<file path="src/rtl/uart_pkt_arbiter.sv">
// Round-robin arbiter that streams one requester's packet at a time,
// MSB byte first, into a shared UART TX FIFO with optional terminator.
module uart_pkt_arbiter #(
    parameter int          N_REQ     = 2,
    parameter int          PKT_BYTES = 22,
    parameter int          TERM_EN   = 1,
    parameter logic [7:0]  TERM_BYTE = 8'h0A
) (
    input  logic                         clk,
    input  logic                         rst,
    input  logic [N_REQ-1:0]             req,
    input  logic [N_REQ*PKT_BYTES*8-1:0] pkt_data,
    output logic [N_REQ-1:0]             done,
    output logic [N_REQ-1:0]             grant,
    output logic                         busy,
    input  logic                         fifo_full,
    output logic                         fifo_wr,
    output logic [7:0]                   fifo_din
);

    localparam int PW = PKT_BYTES * 8;
    localparam int IW = $clog2(PKT_BYTES + 1);
    localparam int RW = (N_REQ > 1) ? $clog2(N_REQ) : 1;

    typedef enum logic [1:0] {IDLE, SEND, TERM} state_t;

    state_t           state_q, state_d;
    logic [N_REQ-1:0] grant_q, grant_d;
    logic [N_REQ-1:0] done_q, done_d;
    logic [RW-1:0]    rr_q, rr_d;
    logic [PW-1:0]    shift_q, shift_d;
    logic [IW-1:0]    idx_q, idx_d;

    logic [N_REQ-1:0] eligible;
    logic             found;
    logic [RW-1:0]    win_idx;
    logic [N_REQ-1:0] win_oh;
    logic [PW-1:0]    win_pkt;

    // Requesters above rr_q win first; otherwise wrap to the lowest index.
    always_comb begin
        eligible = req & ~done_q;
        found    = 1'b0;
        win_idx  = '0;
        win_oh   = '0;
        win_pkt  = '0;
        for (int i = 0; i < N_REQ; i++) begin
            if (!found && eligible[i] && (RW'(i) > rr_q)) begin
                found      = 1'b1;
                win_idx    = RW'(i);
                win_oh[i]  = 1'b1;
                win_pkt    = pkt_data[i*PW +: PW];
            end
        end
        for (int i = 0; i < N_REQ; i++) begin
            if (!found && eligible[i]) begin
                found      = 1'b1;
                win_idx    = RW'(i);
                win_oh[i]  = 1'b1;
                win_pkt    = pkt_data[i*PW +: PW];
            end
        end
    end

    always_comb begin
        state_d = state_q;
        grant_d = grant_q;
        done_d  = '0;
        rr_d    = rr_q;
        shift_d = shift_q;
        idx_d   = idx_q;
        unique case (state_q)
            IDLE: begin
                if (found) begin
                    grant_d = win_oh;
                    rr_d    = win_idx;
                    shift_d = win_pkt;
                    idx_d   = '0;
                    state_d = SEND;
                end
            end
            SEND: begin
                if (!fifo_full) begin
                    shift_d = shift_q << 8;
                    idx_d   = idx_q + IW'(1);
                    if (idx_q == IW'(PKT_BYTES - 1)) begin
                        if (TERM_EN != 0) begin
                            state_d = TERM;
                        end else begin
                            state_d = IDLE;
                            done_d  = grant_q;
                            grant_d = '0;
                        end
                    end
                end
            end
            TERM: begin
                if (!fifo_full) begin
                    state_d = IDLE;
                    done_d  = grant_q;
                    grant_d = '0;
                end
            end
            default: state_d = IDLE;
        endcase
    end

    always_ff @(posedge clk) begin
        if (rst) begin
            state_q <= IDLE;
            grant_q <= '0;
            done_q  <= '0;
            rr_q    <= RW'(N_REQ - 1);
            shift_q <= '0;
            idx_q   <= '0;
        end else begin
            state_q <= state_d;
            grant_q <= grant_d;
            done_q  <= done_d;
            rr_q    <= rr_d;
            shift_q <= shift_d;
            idx_q   <= idx_d;
        end
    end

    always_comb begin
        fifo_wr  = 1'b0;
        fifo_din = 8'h00;
        unique case (state_q)
            SEND: begin
                fifo_wr  = ~fifo_full;
                fifo_din = shift_q[PW-1 -: 8];
            end
            TERM: begin
                fifo_wr  = ~fifo_full;
                fifo_din = TERM_BYTE;
            end
            default: ;
        endcase
    end

    assign grant = grant_q;
    assign done  = done_q;
    assign busy  = (state_q != IDLE);

endmodule

</file>
<file path="config.mk">
export PLATFORM = sky130hd
export DESIGN_NAME = uart_pkt_arbiter
export DESIGN_NICKNAME = d
export VERILOG_FILES = /design/src/rtl/uart_pkt_arbiter.sv
export SDC_FILE = /design/constraint.sdc
export NUM_CORES = 1
export LEC_CHECK = 0
export ABC_AREA = 1
export BUFFER_PORTS_ARGS = -buffer_cell sky130_fd_sc_hd__buf_2
export CAP_MARGIN = 10
export CORE_MARGIN = 2
export CORE_UTILIZATION = 53
export CTS_CLUSTER_DIAMETER = 200
export CTS_CLUSTER_SIZE = 25
export DETAILED_ROUTE_END_ITERATION = 16
export GPL_ROUTABILITY_DRIVEN = 0
export MAX_ROUTING_LAYER = met4
export PLACE_DENSITY_LB_ADDON = 0.25
export SLEW_MARGIN = 20
export SYNTH_ARGS = -nofsm -noshare
export SYNTH_HDL_FRONTEND = slang
export SYNTH_SLANG_ARGS = --single-unit
</file>
<file path="constraint.sdc">
create_clock -name clk -period 2 [get_ports clk]
set_input_delay 0.1 -clock clk [delete_from_list [all_inputs] [get_ports clk]]
set_output_delay 0.1 -clock clk [all_outputs]
set_load 0.02 [all_outputs]
</file>
==> results of run 1 <==
## area by class of cell
class | count | share of cell area (%)
Clock inverter | 9 | 0.7245
Multi-Input combinational cell | 1647 | 45.32
Inverter | 360 | 8.774
Tap cell | 324 | 2.608
Sequential cell | 188 | 24.21
Timing Repair Buffer | 402 | 15.31
Clock buffer | 22 | 3.051
## timing repair
action                                  4_1_cts  5_1_grt
pin swaps                                     0        3
buffers inserted                              0        3
endpoints found under the setup margin        8       31
hold buffers                                  0        0
resized for setup                             4        0
gates cloned                                  1        2
## routing by layer
metal | share of wire [%] | track usage [%] | routed length [um] | vias up
li1 | - | - | - | 7670
met1 | 44 | 34.76 | 16290 | 6392
met2 | 48 | 47.81 | 17640 | 483
met3 | 5.7 | 3.228 | 2097 | 53
met4 | 2.2 | 9.050 | 814 | 0
met5 | 0 | - | 0 | -
## sequential cells by signal (all words and copies together), names as in the netlist
signal,flops
rr_q,1
state_q,2
done,2
grant,2
shift_q,176
idx_q,5
## worst reg2reg max path, stage by stage, from the launching register on
cell	delay, ns
dfxtp_1	0.32
inv_1	0.15
ha_4	0.24
inv_6	0.06
o21ai_4	0.25
nand2_8	0.20
buf_12	0.24
nor2_1	0.20
a21oi_1	0.10
## where the power goes
part | switching, mW | internal [mW]
Combinational | 7.24 | 3.82
Clock | 1.50 | 1.94
Sequential | 0.654 | 5.03
## logic make-up after synthesis
| group | after synthesis | share of synthesized area [%] |
|---|---|---|
| AOI/OAI and AO/OA | 189 | 7.356 |
| xor gates and xnor gates | 1 | 0.06750 |
| adders and majority gates | 6 | 0.5784 |
| buffers and inverters | 532 | 17.25 |
| DFF | 188 | 29.00 |
| and+or+nand+nor | 1450 | 45.75 |
## path summary, 6_finish.rpt
check,to,slack (ns),cells past startpoint
hold reg to reg,done[1]$_SDFF_PP0_,0.45,2
setup / recovery,shift_q[117]$_SDFFE_PP0P_,0.13,8
hold / removal,shift_q[40]$_SDFFE_PP0P_,0.01,5
setup reg to reg,shift_q[117]$_SDFFE_PP0P_,0.13,8
## through the flow
| step | worst slack (ns) | power (mW) | hold slack, ns | cells |
|---|---|---|---|---|
| after floorplan | 0.2911 | 14.16 | 0.1691 | 2366 |
| after CTS | 0.009741 | 20.07 | 0.005361 | 2947 |
| final | 0.1346 | 20.17 | 0.01382 | 2952 |
| after global placement | 0.07073 | 16.14 | 0.4326 | 2915 |
| after global routing | 0.007047 | 22.19 | 0.02261 | 2952 |
| after detailed placement | 0.05060 | 16.41 | 0.4323 | 2915 |
## cells in the mapped netlist (all sizes together)
cell type / instances
o21ai: 4
nand3: 364
inv: 359
o22ai: 2
nand4: 2
o211ai: 1
a21oi: 182
clkinv: 1
buf: 115
nor2: 194
nand2: 890
ha: 6
dfxtp: 188
xnor2: 1
clkbuf: 57
==> summary.md, run 1 <==
| Metric | Value |
|---|---|
| Status | `complete, no violations` |
| Post-route ant nets | `0` |
| Hold WC Path Type | `input pin to register` |
| DIE WIDTH | `160.5 um` |
| Clock Tree Buf Depth | `2` |
| Ys Warns | `0` |
| CP Max Fanout | `50` |
| TritonRoute pass-1 iters | `5` |
| Arrival @ worst endpoint | `2.18 ns` |
| Rows | `57` |
| Area of the multi-input gates | `7044 sq um` |
| Initial Utilization | `53.68%` |
| Setup TNS Final | `0 ns` |
| Via-to-Cell Ratio | `4.945` |
| Most frequent cells in the layout | `887 x nand2_1, 370 x buf_2, 361 x nand3_1, 356 x inv_1, 193 x nor2_1` |
| Synth top area cells | `dfxtp_1 29%, nand2_1 26%, nand3_1 14%, inv_1 10%, a21oi_1 7.0%` |
| TritonCTS clock tree | `done` |
| Critical path type | `register to register` |
| Storage cell area | `3764 sq um` |
| Syn nets | `2729` |
| Pins Over Slew Limit | `0` |
| Post-DP Area | `14840 sq um` |
| Max Cap Viol | `0` |
| Port Buffers | `370` |
| WL final | `36840 um` |
| Core Region | `24180 sq um` |
| Largest area contributor in the synthesized netlist | `dfxtp_1` |
| Leading cell type in the layout, fill and taps excluded | `nand2_1` |
| Hpwl dp | `24870 um` |
| Post-synth top area share | `29.00%` |
| Worst path bufs/invs | `3` |
| Layout net count | `2979` |
| Clk root buf | `clkbuf_16` |
| Ports | `371` |
| TritonCTS buffer count | `17` |
| Critical Path Sink Type | `register` |
| Initial antenna violation count | `0` |
| Final Skew | `0.008036 ns` |
| Post-detailed-route DRC marker count | `0` |
| Worst vdd ir | `880.8 uV` |
| CP max-delay cell | `dfxtp_1` |
| Fin. Hold Viols | `0` |
| Cells after synthesis | `2366` |
| Worst Hold Launch | `pkt_data[40]` |
| Global route overflow | `0` |
| DR WL/cell | `12.48 um` |
| Distinct cells, synth | `26` |
| Critical Path Start Type | `register` |
| Leakage | `9.587 nW` |
| Worst EP required | `2.31 ns` |
| CP max stage delay | `0.32 ns` |
| Slew headroom | `54.03%` |
| Register area share after synthesis | `29.00%` |
| Clock-pin slew on the worst setup and hold paths | `0.07 ns` |
| H-tree levels | `4` |
| Area grow syn2layout | `19.76%` |
| Die Ht | `160.5 um` |
| Gr usage total | `28.05%` |
| Cell family with most CP delay | `buffers and inverters` |
| Fmax achieved | `536.1 MHz` |
| Critical path origin | `state_q[1]$_SDFFE_PP0P_` |
| Netlist Area Pre-Place | `12980 sq um` |
| Clock Sinks | `188` |
| Yosys reg bits | `188` |
| Initial DRC Count | `868` |
| # diodes | `0` |
| First-pass GRT wire length | `58970 um` |
| Pin count of the biggest net entering global routing | `108` |
| Final setup viols | `0` |
| Mean post-synth cell area | `5.486 sq um` |
| Number of global-route vias before repair | `12870` |
| Die footprint | `25760 sq um` |
| RSZ-0062 raised after global routing | `false` |
| Clk Latency, worst-skew pair | `0.44 ns` |
| Worst Tran Pin Value | `0.6895 ns` |
| # fillers | `2372` |
| Routed via count | `14600` |
| Worst-path cell chain | `inv_1, ha_4, inv_6, o21ai_4, nand2_8, buf_12, nor2_1, a21oi_1` |
| Post-layout min period | `1.865 ns` |
| Fin area | `15540 sq um` |
| Pwr/cell area | `1298 nW/um^2` |
| Reg-to-Reg Start | `state_q[1]$_SDFFE_PP0P_` |
| Post-layout util | `64.29%` |
| Final period util | `93.27%` |
| Ratio of cells with drive above 1 in the final layout | `16.93%` |
Power figures use the tool's default switching activity.
==> run 2: changes to the inputs <==
CORE_ASPECT_RATIO = 0.75   (was unset)
MAX_ROUTING_LAYER = unset   (was met4)
==> run 2 against run 1 <==
  * Register-to-register slack about the same
  * Largest power group unchanged
  * Critical path depth decreased by 2
  * Utilization increased by 1.1 points
==> summary.md, run 2 (same netlist as run 1, synthesis figures left out) <==
| Metric | Value |
|---|---|
| Max Cap Viol | `0 (unchanged)` |
| H-tree levels | `4 (unchanged)` |
| Post-route ant nets | `0 (unchanged)` |
| First-pass GRT wire length | `60570 um (was 58970 um)` |
| Gr usage total | `28.46% (was 28.05%)` |
| Non-filler instance count after layout | `2973 (was 2952)` |
| Max reg flops | `176 (unchanged)` |
| Hold WC Path Type | `input pin to register (unchanged)` |
| Post-layout min period | `1.883 ns (was 1.865 ns)` |
| Ports | `371 (unchanged)` |
| Worst EP required | `1.90 ns (was 2.31 ns)` |
| Pin count of the biggest net entering global routing | `163 (was 108)` |
| Die Ht | `139.5 um (was 160.5 um)` |
| Regs by FF count | `shift_q: 176 flops, idx_q: 5 flops (unchanged)` |
| Die footprint | `25770 sq um (was 25760 sq um)` |
| Status | `complete, no violations (unchanged)` |
| Layout net count | `2991 (was 2979)` |
| CP Max Fanout | `14 (was 50)` |
| Hpwl dp | `25980 um (was 24870 um)` |
| TritonCTS clock tree | `done (unchanged)` |
| Clock Tree Buf Depth | `2 (unchanged)` |
| WL final | `38070 um (was 36840 um)` |
| Pins Over Slew Limit | `0 (unchanged)` |
| Area of the multi-input gates | `7063 sq um (was 7044 sq um)` |
| Hold depth | `5 (unchanged)` |
| Port Buffers | `370 (unchanged)` |
| Setup TNS Final | `0 ns (unchanged)` |
| Critical Path Start Type | `register (unchanged)` |
| Clk root buf | `clkbuf_16 (unchanged)` |
| RSZ-0062 raised after global routing | `false (unchanged)` |
| Final period util | `94.14% (was 93.27%)` |
| Clock-pin slew on the worst setup and hold paths | `0.08 ns (was 0.07 ns)` |
| Pwr/cell area | `1309 nW/um^2 (was 1298 nW/um^2)` |
| Fin area | `15720 sq um (was 15540 sq um)` |
| Critical Path Sink Type | `output port (was register)` |
| Leakage | `9.679 nW (was 9.587 nW)` |
| Rows | `49 (was 57)` |
| Post-DP Area | `14970 sq um (was 14840 sq um)` |
| Via-to-Cell Ratio | `5.013 (was 4.945)` |
| Area grow syn2layout | `21.12% (was 19.76%)` |
| Worst Tran Pin Value | `0.7560 ns (was 0.6895 ns)` |
| R2R cell count | `6 (was 8)` |
| Final setup viols | `0 (unchanged)` |
| Core Region | `24030 sq um (was 24180 sq um)` |
| Power Total | `20.58 mW (was 20.17 mW)` |
| Global route overflow | `0 (unchanged)` |
| DR WL/cell | `12.80 um (was 12.48 um)` |
| TritonCTS buffer count | `17 (unchanged)` |
| Leading cell type in the layout, fill and taps excluded | `nand2_1 (unchanged)` |
| Routed via count | `14910 (was 14600)` |
| Most frequent cells in the layout | `887 x nand2_1, 370 x buf_2, 361 x nand3_1, 355 x inv_1, 193 x nor2_1 (was 887 x nand2_1, 370 x buf_2, 361 x nand3_1, 356 x inv_1, 193 x nor2_1)` |
| TritonRoute pass-1 iters | `6 (was 5)` |
| Clock Sinks | `188 (unchanged)` |
| # fillers | `2363 (was 2372)` |
| Initial DRC Count | `1253 (was 868)` |
| Initial Utilization | `54.00% (was 53.68%)` |
| Initial antenna violation count | `1 (was 0)` |
| Storage cell area | `3764 sq um (unchanged)` |
| Fmax achieved | `531.1 MHz (was 536.1 MHz)` |
| Clk Latency, worst-skew pair | `0.43 ns (was 0.44 ns)` |
| Worst vdd ir | `886.2 uV (was 880.8 uV)` |
| Arrival @ worst endpoint | `1.78 ns (was 2.18 ns)` |
| Post-detailed-route DRC marker count | `0 (unchanged)` |
| Ratio of cells with drive above 1 in the final layout | `17.46% (was 16.93%)` |
| Final Skew | `0.01546 ns (was 0.008036 ns)` |
| Dpl cells | `2933 (was 2915)` |
| Critical path type | `register to output port (was register to register)` |
| Number of global-route vias before repair | `12850 (was 12870)` |
| Slew headroom | `49.60% (was 54.03%)` |
| CTS Hold Bufs | `0 (unchanged)` |
| Biggest register | `shift_q (unchanged)` |
| Fin. Hold Viols | `0 (unchanged)` |
| DIE WIDTH | `184.7 um (was 160.5 um)` |
-- run 2: cell count changes in the layout (fill, tap and decap cells not counted), sizes merged --
cell / previous run / this run
bufinv: 2 / 1
bufbuf: 1 / 2
buf: 400 / 411
diode: 0 / 1
clkinv: 2 / 3
inv: 361 / 368
clkbuf: 23 / 20
clkinvlp: 4 / 1
-- run 2: path summary, 6_finish.rpt --
| path | from | end | slack [ns] |
|---|---|---|---|
| hold / removal | pkt_data[151] | shift_q[151]$_SDFFE_PP0P_ | 0.01 |
| hold reg to reg | grant[0]$_SDFFE_PP0P_ | done[0]$_SDFF_PP0_ | 0.45 |
| setup reg to reg | state_q[1]$_SDFFE_PP0P_ | shift_q[125]$_SDFFE_PP0P_ | 0.13 |
| setup / recovery | state_q[1]$_SDFFE_PP0P_ | fifo_din[7] | 0.12 |
-- run 2: critical path, stage by stage (launching register included) --
cell and delay [ns]:
dfxtp_1 0.32, inv_2 0.12, ha_4 0.20, buf_16 0.17, nand2_4 0.15, nor2_1 0.18, buf_2 0.19
-- run 2: power by group --
| part | leakage, nW | internal, mW | switching (mW) |
|---|---|---|---|
| combinational | 7.84 | 3.99 | 7.50 |
| clock | 0.281 | 1.78 | 1.63 |
| sequential | 1.55 | 5.03 | 0.658 |
| total | 9.68 | 10.8 | 9.78 |
-- run 2: area by class of cell --
type                    count  share of cell area, %
flip-flops and latches    188                  23.94
clock buffers              19                  2.754
clock inverters            13                 0.9312
multi-input cells        1647                  44.93
diodes                      1                0.01592
well taps                 331                  2.635
repair buffers            414                  16.13
inverters                 360                  8.660
-- run 2: through the flow --
step                      setup slack [ns]  hold slack [ns]  util (%)
final                               0.1172          0.01214     65.41
after global placement             -0.1406           0.4274     62.29
after global routing               0.03969          0.01081     65.41
after CTS                          0.02270        0.0009601     65.03
after detailed placement           -0.1265           0.4291     62.29
after floorplan                     0.2911           0.1691         -
-- run 2: repair_timing --
| action | CTS | global route |
|---|---|---|
| pin swaps | 0 | 3 |
| gates resized for setup | 3 | 5 |
| cloned | 2 | 2 |
| setup endpoints to repair | 8 | 157 |
| setup buffers | 0 | 3 |
-- run 2: layer usage --
layer,vias up,global-route usage (%),routed length [um]
met5,-,0,0
met4,0,6.850,493
met3,43,3.900,2754
met2,531,45.55,17300
met1,6643,40.55,17520
li1,7688,-,-
==> run 3: changes to the inputs <==
--- a/constraint.sdc
+++ b/constraint.sdc
@@ -3,2 +3,2 @@
 set_output_delay 0.1 -clock clk [all_outputs]
-set_load 0.02 [all_outputs]
+set_load 0.01 [all_outputs]
==> run 3 against run 2 <==
  * Critical path type is now register to register
  * Via count is essentially flat
  * Worst hold slack improved by 0.00053 ns
  * Final area increased by 0.68%
  * Sequential cell count is the same
  * Clock-buffer cell count unchanged
  * Non-clock buffer count increased by 9
  * Die area is the same
  * Routed wire length is 0.30% higher
  * Sequential share of layout area decreased by 0.16 points
  * Critical path depth increased by 2
  * Sequential power hardly changed
  * Setup slack got worse by 0.024 ns
==> summary.md, run 3 (same netlist as run 1, synthesis figures left out) <==
| Metric | Value |
|---|---|
| TritonCTS buffer count | `17 (unchanged)` |
| Hold depth | `5 (unchanged)` |
| Fin. Hold Viols | `0 (unchanged)` |
| Setup TNS Final | `0 ns (unchanged)` |
| Placement Setup Slack | `-0.09213 ns (was -0.1265 ns)` |
| Ratio of cells with drive above 1 in the final layout | `17.36% (was 17.46%)` |
| Initial Utilization | `54.00% (unchanged)` |
| Fin area | `15830 sq um (was 15720 sq um)` |
| First-pass GRT wire length | `61410 um (was 60570 um)` |
| Port Buffers | `370 (unchanged)` |
| Post-DP Area | `14970 sq um (unchanged)` |
| Status | `complete, no violations (unchanged)` |
| Pins Over Slew Limit | `0 (unchanged)` |
| Gr usage total | `29.00% (was 28.46%)` |
| Regs by FF count | `shift_q: 176 flops, idx_q: 5 flops (unchanged)` |
| Final Skew | `0.01475 ns (was 0.01546 ns)` |
| Core Region | `24030 sq um (unchanged)` |
| # diodes | `0 (was 1)` |
| Arrival @ worst endpoint | `2.22 ns (was 1.78 ns)` |
| Number of global-route vias before repair | `12990 (was 12850)` |
| Post-detailed-route DRC marker count | `0 (unchanged)` |
| Hpwl dp | `25980 um (about the same)` |
| Worst vdd ir | `886.8 uV (was 886.2 uV)` |
| RSZ-0062 raised after global routing | `false (unchanged)` |
| Final setup viols | `0 (unchanged)` |
| Reg-to-Reg Start | `state_q[1]$_SDFFE_PP0P_ (unchanged)` |
| Hold WC Path Type | `input pin to register (unchanged)` |
| Worst EP required | `2.31 ns (was 1.90 ns)` |
| Setup ws final | `0.09307 ns (was 0.1172 ns)` |
| Hold endpoint | `shift_q[53]$_SDFFE_PP0P_ (was shift_q[151]$_SDFFE_PP0P_)` |
| Ports | `371 (unchanged)` |
| TritonRoute pass-1 iters | `6 (unchanged)` |
| Post-layout min period | `1.907 ns (was 1.883 ns)` |
| Critical path type | `register to register (was register to output port)` |
| Clock-pin slew on the worst setup and hold paths | `0.08 ns (about the same)` |
| DIE WIDTH | `184.7 um (unchanged)` |
| Max Cap Viol | `0 (unchanged)` |
| Reg-to-Reg End | `shift_q[120]$_SDFFE_PP0P_ (was shift_q[125]$_SDFFE_PP0P_)` |
| Area grow syn2layout | `21.95% (was 21.12%)` |
| Worst Hold Launch | `pkt_data[229] (was pkt_data[151])` |
| TritonCTS clock tree | `done (unchanged)` |
| R2R Setup Slk | `0.09 ns (was 0.13 ns)` |
| Most frequent cells in the layout | `887 x nand2_1, 370 x buf_2, 361 x nand3_1, 356 x inv_1, 193 x nor2_1 (was 887 x nand2_1, 370 x buf_2, 361 x nand3_1, 355 x inv_1, 193 x nor2_1)` |
| Global route overflow | `0 (unchanged)` |
| Critical Path Sink Type | `register (was output port)` |
| Biggest register | `shift_q (unchanged)` |
| Final period util | `95.35% (was 94.14%)` |
| H-tree levels | `4 (unchanged)` |
| Clk Latency, worst-skew pair | `0.44 ns (was 0.43 ns)` |
| Routed via count | `14900 (was 14910)` |
| Pin count of the biggest net entering global routing | `163 (unchanged)` |
| Critical Path Start Type | `register (unchanged)` |
| R2R cell count | `8 (was 6)` |
| Rows | `49 (unchanged)` |
| Final Hold Slack | `0.01268 ns (was 0.01214 ns)` |
| Die Ht | `139.5 um (unchanged)` |
| # fillers | `2278 (was 2363)` |
| Slew headroom | `49.74% (was 49.60%)` |
| Clk root buf | `clkbuf_16 (unchanged)` |
| Pwr/cell area | `1306 nW/um^2 (was 1309 nW/um^2)` |
| Power Total | `20.67 mW (was 20.58 mW)` |
| Via-to-Cell Ratio | `5.000 (was 5.013)` |
| Leading cell type in the layout, fill and taps excluded | `nand2_1 (unchanged)` |
| DR WL/cell | `12.81 um (was 12.80 um)` |
| Leakage | `9.723 nW (was 9.679 nW)` |
| Die footprint | `25770 sq um (unchanged)` |
| CP Max Fanout | `37 (was 14)` |
| Clock Sinks | `188 (unchanged)` |
| Fmax achieved | `524.4 MHz (was 531.1 MHz)` |
| Worst Tran Pin Value | `0.7538 ns (was 0.7560 ns)` |
| Initial antenna violation count | `0 (was 1)` |
| Max reg flops | `176 (unchanged)` |
| Post-route ant nets | `0 (unchanged)` |
| Layout net count | `3000 (was 2991)` |
| Clock Tree Buf Depth | `2 (unchanged)` |
| Initial DRC Count | `1368 (was 1253)` |
| WL final | `38180 um (was 38070 um)` |
==> run 3: cell count changes in the layout (fill, tap and decap cells not counted), moves of 2 or more <==
| cell | change |
|---|---|
| dlygate4sd3_1 | +10 |
| inv_6 | -3 |
| clkbuf_1 | -2 |
| clkbuf_8 | +2 |
| inv_8 | +2 |
==> run 3: timing repair <==
action / CTS / global route
hold endpoints to repair: 8 / 0
cloned: 3 / 0
resized for setup: 4 / 2
pin swaps: 1 / 1
setup buffers: 0 / 3
setup endpoints to repair: 9 / 29
hold buffers: 10 / 0
==> run 3: area by class of cell <==
class                   instances  area (sq um)  area share (%)
clock inverters                13         172.7           1.091
flip-flops and latches        188          3764           23.78
repair buffers                423          2608           16.47
well taps                     331         414.1           2.617
clock buffers                  19         452.9           2.862
multi-input cells            1647          7056           44.58
inverters                     360          1361           8.601
==> run 3: worst max path at each step <==
stage                                 start                   endpoint  slack, ns  cells past startpoint
floorplan           state_q[1]$_SDFFE_PP0P_                fifo_din[1]       0.43                      7
global placement    state_q[1]$_SDFFE_PP0P_                fifo_din[7]      -0.11                      6
detailed placement  state_q[1]$_SDFFE_PP0P_                fifo_din[7]      -0.09                      6
CTS                 state_q[1]$_SDFFE_PP0P_  shift_q[120]$_SDFFE_PP0P_       0.03                      8
global route        state_q[1]$_SDFFE_PP0P_  shift_q[120]$_SDFFE_PP0P_       0.01                      8
finish              state_q[1]$_SDFFE_PP0P_  shift_q[120]$_SDFFE_PP0P_       0.09                      8
==> run 3: metal layers <==
| metal | global-route usage [%] | part of all wire, % | up-vias |
|---|---|---|---|
| met5 | 0 | 0 | - |
| met4 | 6.976 | 1.3 | 0 |
| met3 | 3.978 | 6.5 | 38 |
| met2 | 47.92 | 47 | 468 |
| met1 | 40.09 | 46 | 6690 |
| li1 | - | - | 7708 |
==> run 3: worst max-delay path, stage by stage (launching register included) <==
cell and delay, ns:
dfxtp_1 0.32, inv_1 0.15, ha_4 0.21, inv_6 0.05, o21ai_4 0.25, nand2_8 0.20, buf_12 0.23, nor2_1 0.23
a21oi_1 0.13
==> run 3: report_power, final <==
group | total [mW] | switching (mW) | internal (mW)
sequential | 5.68 | 0.652 | 5.03
combinational | 11.4 | 7.44 | 3.93
clock | 3.62 | 1.65 | 1.97
==> run 3: stage by stage <==
stage | util [%] | instances
5_1_grt | 65.86 | 2981
4_1_cts | 65.72 | 2978
6_report | 65.86 | 2981
3_3_place_gp | 62.29 | 2933
3_5_place_dp | 62.29 | 2933
2_1_floorplan | - | 2366
